### src/rtl/colors_to_bytes.sv
`default_nettype none
// ============================================================================
// Module      : colors_to_bytes
// Description : Packs a stream of 12-bit color words into a bytestream,
//               two colors -> three bytes, MSB first. A 24-bit buffer holds
//               left-aligned nibbles. Bytes leave from the top of the buffer
//               whenever the consumer requests one with readclk.
//               When an odd number of colors ends a stream (in_done), a fill
//               nibble completes the final byte.
// Ports       : clk      - system clock
//               rst      - synchronous active-high reset
//               inclk    - color valid strobe (accepted only when rdy=1)
//               in       - color word
//               in_done  - qualifies inclk: last color of the stream
//               readclk  - consumer requests one byte this cycle
//               outclk   - byte valid on out this cycle
//               out      - output byte (top byte of the buffer)
//               rdy      - room for one more color
//               done     - pulses with outclk of the final byte of a stream
//               err      - sticky: a color arrived while rdy=0 and was dropped
// Revision    : 1.0 - initial release
// ============================================================================
module colors_to_bytes #(
    parameter logic [3:0] PAD_NIBBLE = 4'h0
) (
    input  logic        clk,
    input  logic        rst,
    input  logic        inclk,
    input  logic [11:0] in,
    input  logic        in_done,
    input  logic        readclk,
    output logic        outclk,
    output logic [7:0]  out,
    output logic        rdy,
    output logic        done,
    output logic        err
);

    localparam int BYTE_LEN  = 8;
    localparam int COLOR_LEN = 12;
    localparam int BUF_LEN   = 2 * COLOR_LEN;

    // Nibble-granular storage; bits below the valid nibbles are always zero,
    // so new data can be OR-ed in at the current fill position.
    logic [BUF_LEN-1:0] r_buf;
    logic [2:0]         r_cnt;
    logic               r_last;
    logic               r_err;

    logic               w_outclk;
    logic               w_rdy;
    logic               w_accept;
    logic               w_done;
    logic               w_pad;
    logic [BUF_LEN-1:0] w_buf_s;
    logic [BUF_LEN-1:0] w_buf_n;
    logic [BUF_LEN-1:0] w_color_vec;
    logic [BUF_LEN-1:0] w_pad_vec;
    logic [2:0]         w_cnt_s;
    logic [2:0]         w_cnt_a;
    logic [2:0]         w_cnt_n;

    assign w_outclk = !rst && readclk && (r_cnt >= 3'd2);
    assign w_rdy    = !rst && (r_cnt <= 3'd3);
    assign w_accept = inclk && w_rdy;
    // Final byte of a stream is the one leaving while exactly two nibbles remain.
    assign w_done   = w_outclk && r_last && (r_cnt == 3'd2);

    // The color lands at the post-shift fill position; the fill nibble (if
    // any) goes directly behind it.
    assign w_color_vec = {in, {(BUF_LEN-COLOR_LEN){1'b0}}} >> {w_cnt_s, 2'b00};
    assign w_pad_vec   = {PAD_NIBBLE, {(BUF_LEN-4){1'b0}}} >> {w_cnt_a, 2'b00};

    always_comb begin
        w_buf_s = r_buf;
        w_cnt_s = r_cnt;
        if (w_outclk) begin
            w_buf_s = {r_buf[BUF_LEN-BYTE_LEN-1:0], {BYTE_LEN{1'b0}}};
            w_cnt_s = r_cnt - 3'd2;
        end

        w_cnt_a = w_cnt_s + 3'd3;
        // An odd nibble count after the last color leaves a half byte open.
        w_pad   = w_accept && in_done && w_cnt_a[0];

        w_buf_n = w_buf_s;
        w_cnt_n = w_cnt_s;
        if (w_accept) begin
            w_buf_n = w_buf_s | w_color_vec;
            w_cnt_n = w_cnt_a;
            if (w_pad) begin
                w_buf_n = w_buf_s | w_color_vec | w_pad_vec;
                w_cnt_n = w_cnt_a + 3'd1;
            end
        end
    end

    always_ff @(posedge clk) begin
        if (rst) begin
            r_buf  <= '0;
            r_cnt  <= 3'd0;
            r_last <= 1'b0;
            r_err  <= 1'b0;
        end else begin
            r_buf <= w_buf_n;
            r_cnt <= w_cnt_n;
            // A newly accepted final color outranks clearing the old marker,
            // so back-to-back streams keep their own end indication.
            if (w_accept && in_done) begin
                r_last <= 1'b1;
            end else if (w_done) begin
                r_last <= 1'b0;
            end
            if (inclk && !w_rdy) begin
                r_err <= 1'b1;
            end
        end
    end

    assign outclk = w_outclk;
    assign out    = r_buf[BUF_LEN-1 -: BYTE_LEN];
    assign rdy    = w_rdy;
    assign done   = w_done;
    assign err    = r_err;

endmodule
`default_nettype wire

### config.mk
export PLATFORM = sky130hd
export DESIGN_NAME = colors_to_bytes
export DESIGN_NICKNAME = d
export VERILOG_FILES = /design/src/rtl/colors_to_bytes.sv
export SDC_FILE = /design/constraint.sdc
export NUM_CORES = 1
export LEC_CHECK = 0
export ABC_AREA = 0
export ABC_CLOCK_PERIOD_IN_PS = 4400
export CAP_MARGIN = 10
export CORE_UTILIZATION = 25
export CTS_CLUSTER_SIZE = 24
export DETAILED_ROUTE_END_ITERATION = 10
export DONT_BUFFER_PORTS = 1
export SYNTH_ARGS = -nofsm -noshare
export SYNTH_HDL_FRONTEND = slang
export SYNTH_SLANG_ARGS = --single-unit
### constraint.sdc
create_clock -name clk -period 4.4 [get_ports clk]
set_input_delay 0.88 -clock clk [delete_from_list [all_inputs] [get_ports clk]]
set_output_delay 0.88 -clock clk [all_outputs]
set_load 0.01 [all_outputs]
### Yosys cells after proc, flatten, opt, wreduce, memory -nomap -nowiden

Cells that the tools add are included.

* bitwise logic cells: 2
* reduce and logical (&&, ||, !) cells: 12
* equal/unequal tests: 1
* shift operators: 2
* mux-type cells: 8
* magnitude comparators: 2
* add/subtract/negate cells: 3

Operators by type and width (count)
* two-way mux 24 bit: 3
* OR 24 bit: 2
* right shift 1 x 5 -> 24 bit (first input constant): 1
* right shift 24 x 5 -> 24 bit: 1
* logical AND 1 bit: 9
* two-way mux 3 bit: 3
* adder 3 x 1 -> 3 bit (second input constant): 1
* adder 3 x 2 -> 3 bit (second input constant): 1
* equality test 3 x 2 -> 1 bit (second input constant): 1
* >= comparator 3 x 2 -> 1 bit (second input constant): 1
* less-or-equal comparator 3 x 2 -> 1 bit (second input constant): 1
* subtractor 3 x 2 -> 3 bit (second input constant): 1
* zero test 1 bit: 2
* two-way mux 1 bit: 2
* nonzero test 2 bit: 1

* output and inout port bits: 12
* bits in registers: 29
* logic and storage cells: 34
* input bits: 17

### Longest topological paths before layout

Gate-level depths: netlist of the first run.

* depth after elaboration: 9
* gate-level depth with buffers: 10
* gate-level depth less buffers: 7

### Least setup slack after synthesis of the first run

No wires, ideal clock.

* path type: in2out
* from: input rst
* to: output outclk
* slack: 2.062 ns
* required time: 3.520 ns
* arrival time: 1.458 ns
* path buffers: 2
* stages: 4
* cell sequence: nand2b_1 > a21oi_2 > buf_6 > buf_8

* word-level cells in the longest chain between the ends: 3

Ends and longest elaborated chain
* start: declaration: RTL line 27 `input logic rst,`
* zero test 1 bit: RTL line 63 `assign w_outclk = !rst && readclk && (r_cnt >= 3'd2);`
* logical AND 1 bit (2 in series): RTL line 63
* end: declaration: RTL line 32 `output logic outclk,`

No other way between the ends.

### Final worst setup path of the first run

* from: register r_cnt[0]
* to: output rdy

* word-level cells in the longest chain between the ends: 2

Ends and longest elaborated chain
* start: declaration: RTL line 46 `logic [2:0] r_cnt;`
* start signal: assignment: RTL line 106 `r_cnt <= w_cnt_n;`
* less-or-equal comparator 3 x 2 -> 1 bit: RTL line 64 `assign w_rdy = !rst && (r_cnt <= 3'd3);`
* logical AND 1 bit: RTL line 64
* end: declaration: RTL line 34 `output logic rdy,`

No other way between the ends.

==> impl_table.tex, run 1 <==
\begin{tabular}{lr}
\hline
Metric & Value \\
\hline
\multicolumn{2}{l}{\textbf{Critical path}} \\
\quad Worst path required time & 3520 ps \\
\quad CP Class & reg -> out \\
\quad Type of destination of the critical path & primary output \\
\quad Worst setup SP type & flop \\
\quad Worst-path fanout max & 26 \\
\quad Arrival time at the worst endpoint & 1830 ps \\
\multicolumn{2}{l}{\textbf{Timing}} \\
\quad Achievable clock frequency & 0.368 GHz \\
\quad Least-Margin Pin Slew & 1020 ps \\
\quad Final Slew Violations & 0 \\
\quad Worst-case headroom to the max-slew limit & 0.319 \\
\quad Tmin final & 2710 ps \\
\quad Worst clock skew & 5.29 ps \\
\quad Setup repair after global routing missed its margin & no \\
\quad Final setup violation count & 0 \\
\quad Final hold violation count & 0 \\
\quad Final Hold Slack & 465 ps \\
\quad Fin Setup TNS & 0 ps \\
\quad Fin crit share & 0.617 \\
\multicolumn{2}{l}{\textbf{Synthesis}} \\
\quad Flops \& latches, synth & 29 \\
\quad Leading register cell type out of synthesis & sky130\_fd\_sc\_hd\_\_dfxtp\_1 \\
\quad Number of synthesized flops with an enable pin & 0 \\
\quad Share of flip-flops with an asynchronous set or reset & 0 \\
\quad Net count after synthesis & 214 \\
\quad Cells after Synth & 195 \\
\quad Post-synthesis cell type count & 41 \\
\quad Sequential area share after synthesis & 0.336 \\
\quad Combined area of all synthesized cells & 0.00173 mm2 \\
\quad Number of warning messages in the yosys log & 0 \\
\quad Mapped Avg Cell Area & 8.87 um2 \\
\multicolumn{2}{l}{\textbf{Layout}} \\
\quad Sequential standard cell area & 581 um2 \\
\quad Area used by multi-input combinational logic & 982 um2 \\
\quad Relative area change from synthesis to final layout & 4.92\% \\
\quad Leading cell type in the layout, fill and taps excluded & sky130\_fd\_sc\_hd\_\_dfxtp\_1 \\
\quad Number of fill cells & 688 \\
\quad Layout net count & 201 \\
\quad Most frequent cells in the layout & sky130\_fd\_sc\_hd\_\_dfxtp\_1 (29), sky130\_fd\_sc\_hd\_\_mux2i\_1 (21), sky130\_fd\_sc\_hd\_\_a21oi\_1 (15) \\
\quad Final instance count without filler cells & 260 \\
\quad Antenna cell count & 0 \\
\quad Share of cells above drive strength 1 & 0.109 \\
\multicolumn{2}{l}{\textbf{Placement}} \\
\quad Number of buffers inserted by port buffering & 0 \\
\quad RD Place Congestion & 0.878 \\
\quad Cell count after placement & 252 \\
\quad HPWL Detailed & 2.92 mm \\
\multicolumn{2}{l}{\textbf{Clock network}} \\
\quad CTS sink cnt & 29 \\
\quad Number of buffers between clock root and the deepest sink & 2 \\
\quad Clock tree from TritonCTS & done \\
\quad Clk Tree Root Cell & sky130\_fd\_sc\_hd\_\_clkbuf\_8 \\
\quad Number of cells upsized or downsized after cts & 0 \\
\quad Total CTS buffers & 5 \\
\quad Total setup buffers inserted after CTS & 0 \\
\quad Number of hold buffers added after CTS & 0 \\
\quad Clock-pin slew of the registers on the worst-case setup and hold paths & 60 ps \\
\quad Level count of the clock H-tree & 2 \\
\quad Clock latency on the worst-skew pair & 280 ps \\
\multicolumn{2}{l}{\textbf{Route}} \\
\quad DRC & 0 \\
\quad Wire length per cell after detailed routing & 15.8 um \\
\quad Post-detailed-route via-to-cell ratio & 5.09 \\
\quad Detailed router's first-iteration violation count & 63 \\
\quad Post-Route WL & 4.11 mm \\
\quad Vias after detailed routing & 1323 \\
\quad 1st-pass router iterations & 4 \\
\quad Remaining antenna violation count & 0 \\
\multicolumn{2}{l}{\textbf{Flow run}} \\
\quad Maximum Capacitance Violations & 0 \\
\multicolumn{2}{l}{\textbf{Floorplan}} \\
\quad Row count & 29 \\
\quad Area of the die & 0.00726 mm2 \\
\quad Die outline height & 85.2 um \\
\quad Die X-Extent & 85.2 um \\
\quad Core region area & 0.00653 mm2 \\
\quad \# IOs & 29 \\
\quad Initial cell density of the core & 0.265 \\
\multicolumn{2}{l}{\textbf{Power}} \\
\quad Lkg Pwr & 0.592 nW \\
\quad Power density of the placed cells & 465 mW/mm2 \\
\quad Largest voltage drop on the vdd net & 140 uV \\
\quad Overall power & 0.000845 W \\
\multicolumn{2}{l}{\textbf{Outcome}} \\
\quad Run status & finished, final reports clean \\
\multicolumn{2}{l}{\textbf{Worst hold path}} \\
\quad Worst min-delay path category & reg -> reg \\
\multicolumn{2}{l}{\textbf{GRT}} \\
\quad Global-route wire length before repair & 6.67 mm \\
\quad Largest net degree at the start of global routing & 32 \\
\quad Via count of the first global-routing pass & 1266 \\
\quad All-layer global routing usage & 0.120 \\
\quad Total congestion overflow after global routing & 0 \\
\quad Antenna violations before repair & 0 \\
\hline
\end{tabular}
==> cell families (layout without fill, tap and decap cells) <==
group	after synthesis	after routing	share of synthesized area
xor gates and xnor gates	2	2	0.0101
AOI/OAI and AO/OA	60	60	0.229
DFF	29	29	0.336
and+or+nand+nor	52	52	0.166
buffers and inverters	25	13	0.0969
adders and majority gates	2	2	0.0145
muxes	25	25	0.148
==> power breakdown <==
group / switching [W] / internal, W
Clock: 0.000104 / 0.000225
Sequential: 0.0000346 / 0.000298
Combinational: 0.000106 / 0.0000775
Total: 0.000245 / 0.000600
==> worst max-delay path: stages (launching register included) <==
cell and delay, ps:
sky130_fd_sc_hd__dfxtp_1 990, sky130_fd_sc_hd__nand3b_1 310, sky130_fd_sc_hd__nand2_1 170, sky130_fd_sc_hd__nor2_1 90
==> area by class of cell <==
class	instances	area share
Timing Repair Buffer	1	0.00414
Tap cell	77	0.0531
Inverter	4	0.00827
Multi-Input combinational cell	141	0.541
Sequential cell	29	0.320
Clock buffer	5	0.0379
Clock inverter	3	0.0358
==> metrics by stage <==
stage | area, um2 | util | worst slack (ps)
finish | 1820 | 0.278 | 1690
floorplan | 1730 | - | 2060
CTS | 1820 | 0.278 | 1680
global route | 1820 | 0.278 | 1550
detailed placement | 1680 | 0.257 | 1940
global placement | 1680 | 0.257 | 2010
==> worst paths after layout <==
path / endpoint / slack [ps] / start / depth (start not counted)
max reg2reg: r_buf[15] / 1890 / r_cnt[2] / 6
min: r_buf[1] / 470 / r_buf[1] / 1
min reg2reg: r_buf[1] / 470 / r_buf[1] / 1
max: rdy / 1690 / r_cnt[0] / 3
==> flip-flops by register name, indices dropped and copies added (netlist names) <==
signal / cells
r_cnt: 3
r_last: 1
err: 1
r_buf: 24
==> routing by layer <==
metal | GRT usage | share of wire
met1 | 0.156 | 0.46
met5 | 0 | 0
met4 | 0.0401 | 0.0061
met2 | 0.162 | 0.40
met3 | 0.0749 | 0.13
==> Yosys cell counts (2+ instances only) <==
library cell	n	area share
sky130_fd_sc_hd__buf_6	3	0.020
sky130_fd_sc_hd__buf_2	5	0.014
sky130_fd_sc_hd__o22ai_1	14	0.051
sky130_fd_sc_hd__and2_1	2	0.0072
sky130_fd_sc_hd__nand2b_1	5	0.018
sky130_fd_sc_hd__o21ai_0	7	0.020
sky130_fd_sc_hd__clkbuf_1	3	0.0065
sky130_fd_sc_hd__o21ai_1	2	0.0058
sky130_fd_sc_hd__a22oi_1	3	0.013
sky130_fd_sc_hd__nand3_1	2	0.0058
sky130_fd_sc_hd__nand2_1	14	0.030
sky130_fd_sc_hd__nor2_1	11	0.024
sky130_fd_sc_hd__xor2_1	2	0.010
sky130_fd_sc_hd__a21oi_1	15	0.043
sky130_fd_sc_hd__o2bb2ai_1	7	0.035
sky130_fd_sc_hd__a31oi_1	3	0.011
sky130_fd_sc_hd__dfxtp_1	29	0.34
sky130_fd_sc_hd__nor2b_1	5	0.018
sky130_fd_sc_hd__buf_4	9	0.039
sky130_fd_sc_hd__mux2i_1	21	0.12
sky130_fd_sc_hd__ha_1	2	0.014
sky130_fd_sc_hd__mux2_2	4	0.026
sky130_fd_sc_hd__nor3b_1	4	0.017
sky130_fd_sc_hd__nand3b_1	3	0.013
sky130_fd_sc_hd__inv_1	4	0.0087
No activity file was read; power rests on OpenSTA's default activity.
==> inputs of run 2 (changes only) <==
- ABC_CLOCK_PERIOD_IN_PS: 4400 -> 2700
- clock period: 4.4 -> 2.7 ns (I/O delays scaled with it)
==> impl_table.tex, run 2 (synthesis results as in run 1) <==
\begin{tabular}{lr}
\hline
Metric & Value \\
\hline
\multicolumn{2}{l}{\textbf{Timing}} \\
\quad Tmin final & 2430 ps \\
\quad Setup repair after global routing missed its margin & no \\
\quad Final Slew Violations & 0 \\
\quad Worst-case headroom to the max-slew limit & 0.620 \\
\quad Final hold violation count & 0 \\
\quad Achievable clock frequency & 0.412 GHz \\
\quad Fin crit share & 0.899 \\
\quad Final setup violation count & 0 \\
\quad Least-Margin Pin Slew & 567 ps \\
\quad Worst clock skew & 4.38 ps \\
\quad Fin Setup TNS & 0 ps \\
\multicolumn{2}{l}{\textbf{Critical path}} \\
\quad Worst path slowest cell & sky130\_fd\_sc\_hd\_\_dfxtp\_1 \\
\quad Type of destination of the critical path & primary output \\
\quad CP Depth & 4 \\
\quad Worst setup SP type & flop \\
\quad Top Family by Delay on Critical Path & flip-flops \\
\quad Worst-path fanout max & 18 \\
\quad Cells along the critical path & inv\_1 -> ha\_1 -> a21oi\_2 -> buf\_4 \\
\quad Worst reg2reg endpoint & r\_buf[8] \\
\quad R2R Path Start & r\_cnt[2] \\
\quad Sum of buffers and inverters on the critical path & 2 \\
\quad Arrival time at the worst endpoint & 1890 ps \\
\quad CP Class & reg -> out \\
\quad Number of cells traversed by the worst register-to-register path & 8 \\
\quad Delay contributed by the slowest stage of the critical path & 540 ps \\
\quad Worst path required time & 2160 ps \\
\quad Setup slack, reg-to-reg & 370 ps \\
\multicolumn{2}{l}{\textbf{Route}} \\
\quad 1st-pass router iterations & 4 \\
\quad Vias after detailed routing & 1370 \\
\quad Post-Route WL & 4.29 mm \\
\quad Detailed router's first-iteration violation count & 200 \\
\quad Remaining antenna violation count & 0 \\
\quad DRC & 0 \\
\quad Wire length per cell after detailed routing & 16.3 um \\
\quad Post-detailed-route via-to-cell ratio & 5.21 \\
\multicolumn{2}{l}{\textbf{Clock network}} \\
\quad Number of buffers between clock root and the deepest sink & 2 \\
\quad CTS sink cnt & 29 \\
\quad Number of hold buffers added after CTS & 0 \\
\quad Clock-pin slew of the registers on the worst-case setup and hold paths & 60 ps \\
\quad Clock latency on the worst-skew pair & 280 ps \\
\quad Total setup buffers inserted after CTS & 0 \\
\quad Number of cells upsized or downsized after cts & 0 \\
\quad Clock tree from TritonCTS & done \\
\quad Level count of the clock H-tree & 2 \\
\quad Total CTS buffers & 5 \\
\quad Clk Tree Root Cell & sky130\_fd\_sc\_hd\_\_clkbuf\_8 \\
\multicolumn{2}{l}{\textbf{Layout}} \\
\quad Relative area change from synthesis to final layout & 5.21\% \\
\quad Number of flip-flops under the largest register name & 24 \\
\quad Antenna cell count & 0 \\
\quad Register name with the most flops & r\_buf \\
\quad Leading cell type in the layout, fill and taps excluded & sky130\_fd\_sc\_hd\_\_dfxtp\_1 \\
\quad Share of cells above drive strength 1 & 0.118 \\
\quad Most frequent cells in the layout & sky130\_fd\_sc\_hd\_\_dfxtp\_1 (29), sky130\_fd\_sc\_hd\_\_mux2i\_1 (21), sky130\_fd\_sc\_hd\_\_a21oi\_1 (15) \\
\quad Registers with the highest flip-flop counts & r\_buf x24, r\_cnt x3 \\
\quad Layout net count & 204 \\
\multicolumn{2}{l}{\textbf{Floorplan}} \\
\quad Row count & 29 \\
\quad Die X-Extent & 85.2 um \\
\quad Core region area & 0.00653 mm2 \\
\quad Area of the die & 0.00726 mm2 \\
\quad Initial cell density of the core & 0.265 \\
\quad Die outline height & 85.2 um \\
\quad \# IOs & 29 \\
\multicolumn{2}{l}{\textbf{GRT}} \\
\quad Largest net degree at the start of global routing & 32 \\
\quad Via count of the first global-routing pass & 1353 \\
\quad Global-route wire length before repair & 7.06 mm \\
\quad All-layer global routing usage & 0.127 \\
\quad Total congestion overflow after global routing & 0 \\
\quad Antenna violations before repair & 0 \\
\multicolumn{2}{l}{\textbf{Placement}} \\
\quad HPWL Detailed & 3.10 mm \\
\quad RD Place Congestion & 0.866 \\
\quad Number of buffers inserted by port buffering & 0 \\
\multicolumn{2}{l}{\textbf{Worst hold path}} \\
\quad Worst Hold Path EP & r\_last \\
\quad Hold depth & 1 \\
\quad Worst min-delay path category & in -> reg \\
\quad Worst Hold Launch & rst \\
\multicolumn{2}{l}{\textbf{Power}} \\
\quad Overall power & 0.00132 W \\
\quad Largest voltage drop on the vdd net & 389 uV \\
\quad Power density of the placed cells & 722 mW/mm2 \\
\quad Lkg Pwr & 0.597 nW \\
\multicolumn{2}{l}{\textbf{Flow run}} \\
\quad Maximum Capacitance Violations & 0 \\
\multicolumn{2}{l}{\textbf{Outcome}} \\
\quad Run status & finished, final reports clean \\
\hline
\end{tabular}
==> run 2: cell count changes in the layout (fill, tap and decap cells not counted), sizes merged <==
| cell | delta |
|---|---|
| buf | +3 |
| clkinv | -1 |
| clkbuf | +2 |
| bufinv | -1 |
==> run 2: how the worst max path moves through the flow <==
stage / to / from / slack (ps)
2_1_floorplan: outclk / r_cnt[1] / 800
3_3_place_gp: r_buf[0] / r_cnt[2] / 470
3_5_place_dp: r_buf[8] / r_cnt[2] / 420
4_1_cts: outclk / r_cnt[2] / 280
5_1_grt: outclk / r_cnt[2] / 130
6_report: outclk / r_cnt[2] / 270
==> run 2: per-stage QoR <==
step | instances | util | hold slack [ps] | worst slack (ps) | area, um2
3_5_place_dp | 255 | 0.261 | 448 | 422 | 1700
2_1_floorplan | 195 | - | 432 | 803 | 1730
4_1_cts | 263 | 0.279 | 312 | 282 | 1820
6_report | 263 | 0.279 | 322 | 272 | 1820
3_3_place_gp | 255 | 0.261 | 448 | 468 | 1700
5_1_grt | 263 | 0.279 | 309 | 129 | 1820
==> run 2: cell type report <==
type / count / area [um2]
flip-flops and latches: 29 / 581
fillers: 698 / 4710
well taps: 77 / 96.3
multi-input cells: 141 / 982
inverters: 4 / 15.0
clock inverters: 1 / 30.0
clock buffers: 7 / 86.3
repair buffers: 4 / 30.0
==> run 2: power by group <==
part | switching (W) | internal (W) | total, W | leakage [nW]
Sequential | 0.0000540 | 0.000485 | 0.000539 | 0.237
Combinational | 0.000178 | 0.000133 | 0.000311 | 0.301
Clock | 0.000165 | 0.000300 | 0.000465 | 0.0585
Total | 0.000397 | 0.000919 | 0.00132 | 0.597
==> run 2: per-layer routing <==
| metal | wire, um | part of all wire | vias up | global-route usage |
|---|---|---|---|---|
| met5 | 0 | 0 | - | 0 |
| met4 | 43 | 0.010 | 0 | 0.0462 |
| met3 | 397 | 0.093 | 4 | 0.0564 |
| met2 | 1790 | 0.42 | 39 | 0.183 |
| met1 | 2060 | 0.48 | 640 | 0.168 |
| li1 | - | - | 687 | - |
==> inputs of run 3 (changes only) <==
- ABC_AREA: 0 -> 1
==> impl_table.tex, run 3 <==
\begin{tabular}{lr}
\hline
Metric & Value \\
\hline
\multicolumn{2}{l}{\textbf{Clock network}} \\
\quad Clock-pin slew of the registers on the worst-case setup and hold paths & 70 ps \\
\quad Level count of the clock H-tree & 2 \\
\quad Clock tree from TritonCTS & done \\
\quad CTS sink cnt & 29 \\
\quad Clk Tree Root Cell & sky130\_fd\_sc\_hd\_\_clkbuf\_8 \\
\quad Total CTS buffers & 5 \\
\quad Number of hold buffers added after CTS & 0 \\
\quad Clock latency on the worst-skew pair & 280 ps \\
\quad Total setup buffers inserted after CTS & 0 \\
\quad Number of cells upsized or downsized after cts & 0 \\
\quad Number of buffers between clock root and the deepest sink & 2 \\
\multicolumn{2}{l}{\textbf{Route}} \\
\quad Post-detailed-route via-to-cell ratio & 4.11 \\
\quad Vias after detailed routing & 1612 \\
\quad Detailed router's first-iteration violation count & 91 \\
\quad 1st-pass router iterations & 4 \\
\quad Post-Route WL & 4.29 mm \\
\quad Remaining antenna violation count & 0 \\
\quad Wire length per cell after detailed routing & 10.9 um \\
\quad DRC & 0 \\
\multicolumn{2}{l}{\textbf{GRT}} \\
\quad Global-route wire length before repair & 7.11 mm \\
\quad Largest net degree at the start of global routing & 32 \\
\quad Via count of the first global-routing pass & 1501 \\
\quad Antenna violations before repair & 0 \\
\quad Total congestion overflow after global routing & 0 \\
\quad All-layer global routing usage & 0.121 \\
\multicolumn{2}{l}{\textbf{Flow run}} \\
\quad Maximum Capacitance Violations & 0 \\
\multicolumn{2}{l}{\textbf{Floorplan}} \\
\quad Area of the die & 0.00778 mm2 \\
\quad Die X-Extent & 88.2 um \\
\quad Core region area & 0.00721 mm2 \\
\quad Row count & 31 \\
\quad Initial cell density of the core & 0.257 \\
\quad \# IOs & 29 \\
\quad Die outline height & 88.2 um \\
\multicolumn{2}{l}{\textbf{Critical path}} \\
\quad R2R Path Start & r\_cnt[1] \\
\quad Delay contributed by the slowest stage of the critical path & 430 ps \\
\quad Worst reg2reg endpoint & r\_buf[8] \\
\quad CP Depth & 5 \\
\quad Worst path slowest cell & sky130\_fd\_sc\_hd\_\_dfxtp\_1 \\
\quad Top Family by Delay on Critical Path & flip-flops \\
\quad Worst path required time & 2160 ps \\
\quad Worst setup SP type & flop \\
\quad Endpoint of the most critical setup path & outclk \\
\quad Arrival time at the worst endpoint & 1730 ps \\
\quad Type of destination of the critical path & primary output \\
\quad Cells along the critical path & inv\_2 -> ha\_1 -> nand2\_4 -> nand2\_4 -> inv\_2 \\
\quad Critical path launch point & r\_cnt[1] \\
\quad Sum of buffers and inverters on the critical path & 2 \\
\quad CP Class & reg -> out \\
\quad Setup slack, reg-to-reg & 710 ps \\
\quad Number of cells traversed by the worst register-to-register path & 7 \\
\quad Worst-path fanout max & 27 \\
\multicolumn{2}{l}{\textbf{Synthesis}} \\
\quad Flops \& latches, synth & 29 \\
\quad Number of warning messages in the yosys log & 0 \\
\quad Leading register cell type out of synthesis & sky130\_fd\_sc\_hd\_\_dfxtp\_1 \\
\quad Mapped Avg Cell Area & 6.17 um2 \\
\quad Count leader, synth & sky130\_fd\_sc\_hd\_\_nand2\_1 \\
\quad Combined area of all synthesized cells & 0.00186 mm2 \\
\quad Most common library cells after synthesis & sky130\_fd\_sc\_hd\_\_nand2\_1 (103), sky130\_fd\_sc\_hd\_\_inv\_1 (39), sky130\_fd\_sc\_hd\_\_nor2\_1 (31) \\
\quad Post-synth top area cell & sky130\_fd\_sc\_hd\_\_dfxtp\_1 \\
\quad Cells after Synth & 301 \\
\quad Number of synthesized flops with an enable pin & 0 \\
\quad Sequential area share after synthesis & 0.313 \\
\quad Synth area leaders & sky130\_fd\_sc\_hd\_\_dfxtp\_1 (31\%), sky130\_fd\_sc\_hd\_\_nand2\_1 (21\%), sky130\_fd\_sc\_hd\_\_inv\_1 (7.9\%), sky130\_fd\_sc\_hd\_\_nor2\_1 (6.3\%), sky130\_fd\_sc\_hd\_\_a21oi\_1 (5.9\%) \\
\quad Share of flip-flops with an asynchronous set or reset & 0 \\
\quad Net count after synthesis & 320 \\
\quad Post-synthesis cell type count & 21 \\
\quad Share of the synthesized area in the top cell type & 0.313 \\
\multicolumn{2}{l}{\textbf{Layout}} \\
\quad Layout net count & 311 \\
\quad Number of fill cells & 847 \\
\quad Leading cell type in the layout, fill and taps excluded & sky130\_fd\_sc\_hd\_\_nand2\_1 \\
\quad Most frequent cells in the layout & sky130\_fd\_sc\_hd\_\_nand2\_1 (103), sky130\_fd\_sc\_hd\_\_inv\_1 (39), sky130\_fd\_sc\_hd\_\_nor2\_1 (31) \\
\quad Area used by multi-input combinational logic & 1000 um2 \\
\quad Registers with the highest flip-flop counts & r\_buf x24, r\_cnt x3 \\
\quad Share of cells above drive strength 1 & 0.0956 \\
\quad Relative area change from synthesis to final layout & 5.73\% \\
\quad Number of flip-flops under the largest register name & 24 \\
\quad Post-Route Utilization & 0.272 \\
\quad Antenna cell count & 0 \\
\quad Sequential standard cell area & 581 um2 \\
\quad Register name with the most flops & r\_buf \\
\multicolumn{2}{l}{\textbf{Timing}} \\
\quad Worst-case headroom to the max-slew limit & 0.694 \\
\quad Least-Margin Pin Slew & 459 ps \\
\quad Setup repair after global routing missed its margin & no \\
\quad Tmin final & 2270 ps \\
\quad Worst clock skew & 7.00 ps \\
\quad Fin Setup TNS & 0 ps \\
\quad Final Slew Violations & 0 \\
\quad Achievable clock frequency & 0.441 GHz \\
\quad Final setup violation count & 0 \\
\quad Final hold violation count & 0 \\
\quad Fin crit share & 0.840 \\
\quad Worst-case setup margin in the final layout & 432 ps \\
\multicolumn{2}{l}{\textbf{Placement}} \\
\quad HPWL Detailed & 3.17 mm \\
\quad Placement Setup Slack & 712 ps \\
\quad RD Place Congestion & 0.772 \\
\quad Number of buffers inserted by port buffering & 0 \\
\multicolumn{2}{l}{\textbf{Power}} \\
\quad Power density of the placed cells & 599 mW/mm2 \\
\quad Lkg Pwr & 0.884 nW \\
\quad Largest voltage drop on the vdd net & 210 uV \\
\multicolumn{2}{l}{\textbf{Worst hold path}} \\
\quad Worst min-delay path category & in -> reg \\
\multicolumn{2}{l}{\textbf{Outcome}} \\
\quad Run status & finished, final reports clean \\
\hline
\end{tabular}
run 3: logic make-up after synthesis:
family                     Yosys count  synth area share
DFF                                 29             0.313
and+or+nand+nor                    169             0.410
adders and majority gates            2            0.0135
AOI/OAI and AO/OA                   39             0.115
buffers and inverters               62             0.149
run 3: metrics by stage:
step | cells | total power (W) | hold slack (ps) | cell area, um2
floorplan | 301 | 0.000807 | 444 | 1860
global placement | 384 | 0.000843 | 447 | 1880
detailed placement | 384 | 0.000847 | 452 | 1880
CTS | 392 | 0.00119 | 318 | 1960
global route | 392 | 0.00125 | 313 | 1960
finish | 392 | 0.00118 | 322 | 1960
run 3: layout make-up:
cell class,count,share of cell area
multi-input combinational,210,0.509
sequential,29,0.296
inverter,45,0.0860
clock buffer,6,0.0370
tap,99,0.0631
clock inverter,2,0.00510
timing repair buffer,1,0.00382
run 3: how the worst min path moves through the flow:
stage	start	end	slack, ps	cells after the start
4_1_cts	rst	r_buf[9]	320	1
6_report	rst	r_last	320	1
5_1_grt	rst	r_buf[7]	310	1
3_5_place_dp	r_buf[0]	r_buf[0]	450	2
2_1_floorplan	r_buf[0]	r_buf[0]	440	2
3_3_place_gp	r_buf[4]	r_buf[4]	450	2
run 3: worst reg2reg max path, delay by kind of cell (launching register included):
kind | cells | cell delay, ps
adder cells (fa/ha/maj) | 1 | 270
AO/OA/AOI/OAI | 2 | 610
flip-flops | 1 | 430
AND/OR/NAND/NOR | 2 | 310
buffers and inverters | 2 | 300
run 3: layer usage:
| layer | up-vias | track usage | wire [um] |
|---|---|---|---|
| li1 | 901 | - | - |
| met1 | 695 | 0.142 | 1890 |
| met2 | 14 | 0.203 | 2180 |
| met3 | 2 | 0.0405 | 199 |
| met4 | 0 | 0.0440 | 23 |
| met5 | - | 0 | 0 |
run 3: report_power, final:
| part | switching, W | total (W) | internal [W] |
|---|---|---|---|
| Sequential | 0.0000311 | 0.000499 | 0.000468 |
| Combinational | 0.000228 | 0.000334 | 0.000106 |
| Clock | 0.000164 | 0.000342 | 0.000178 |
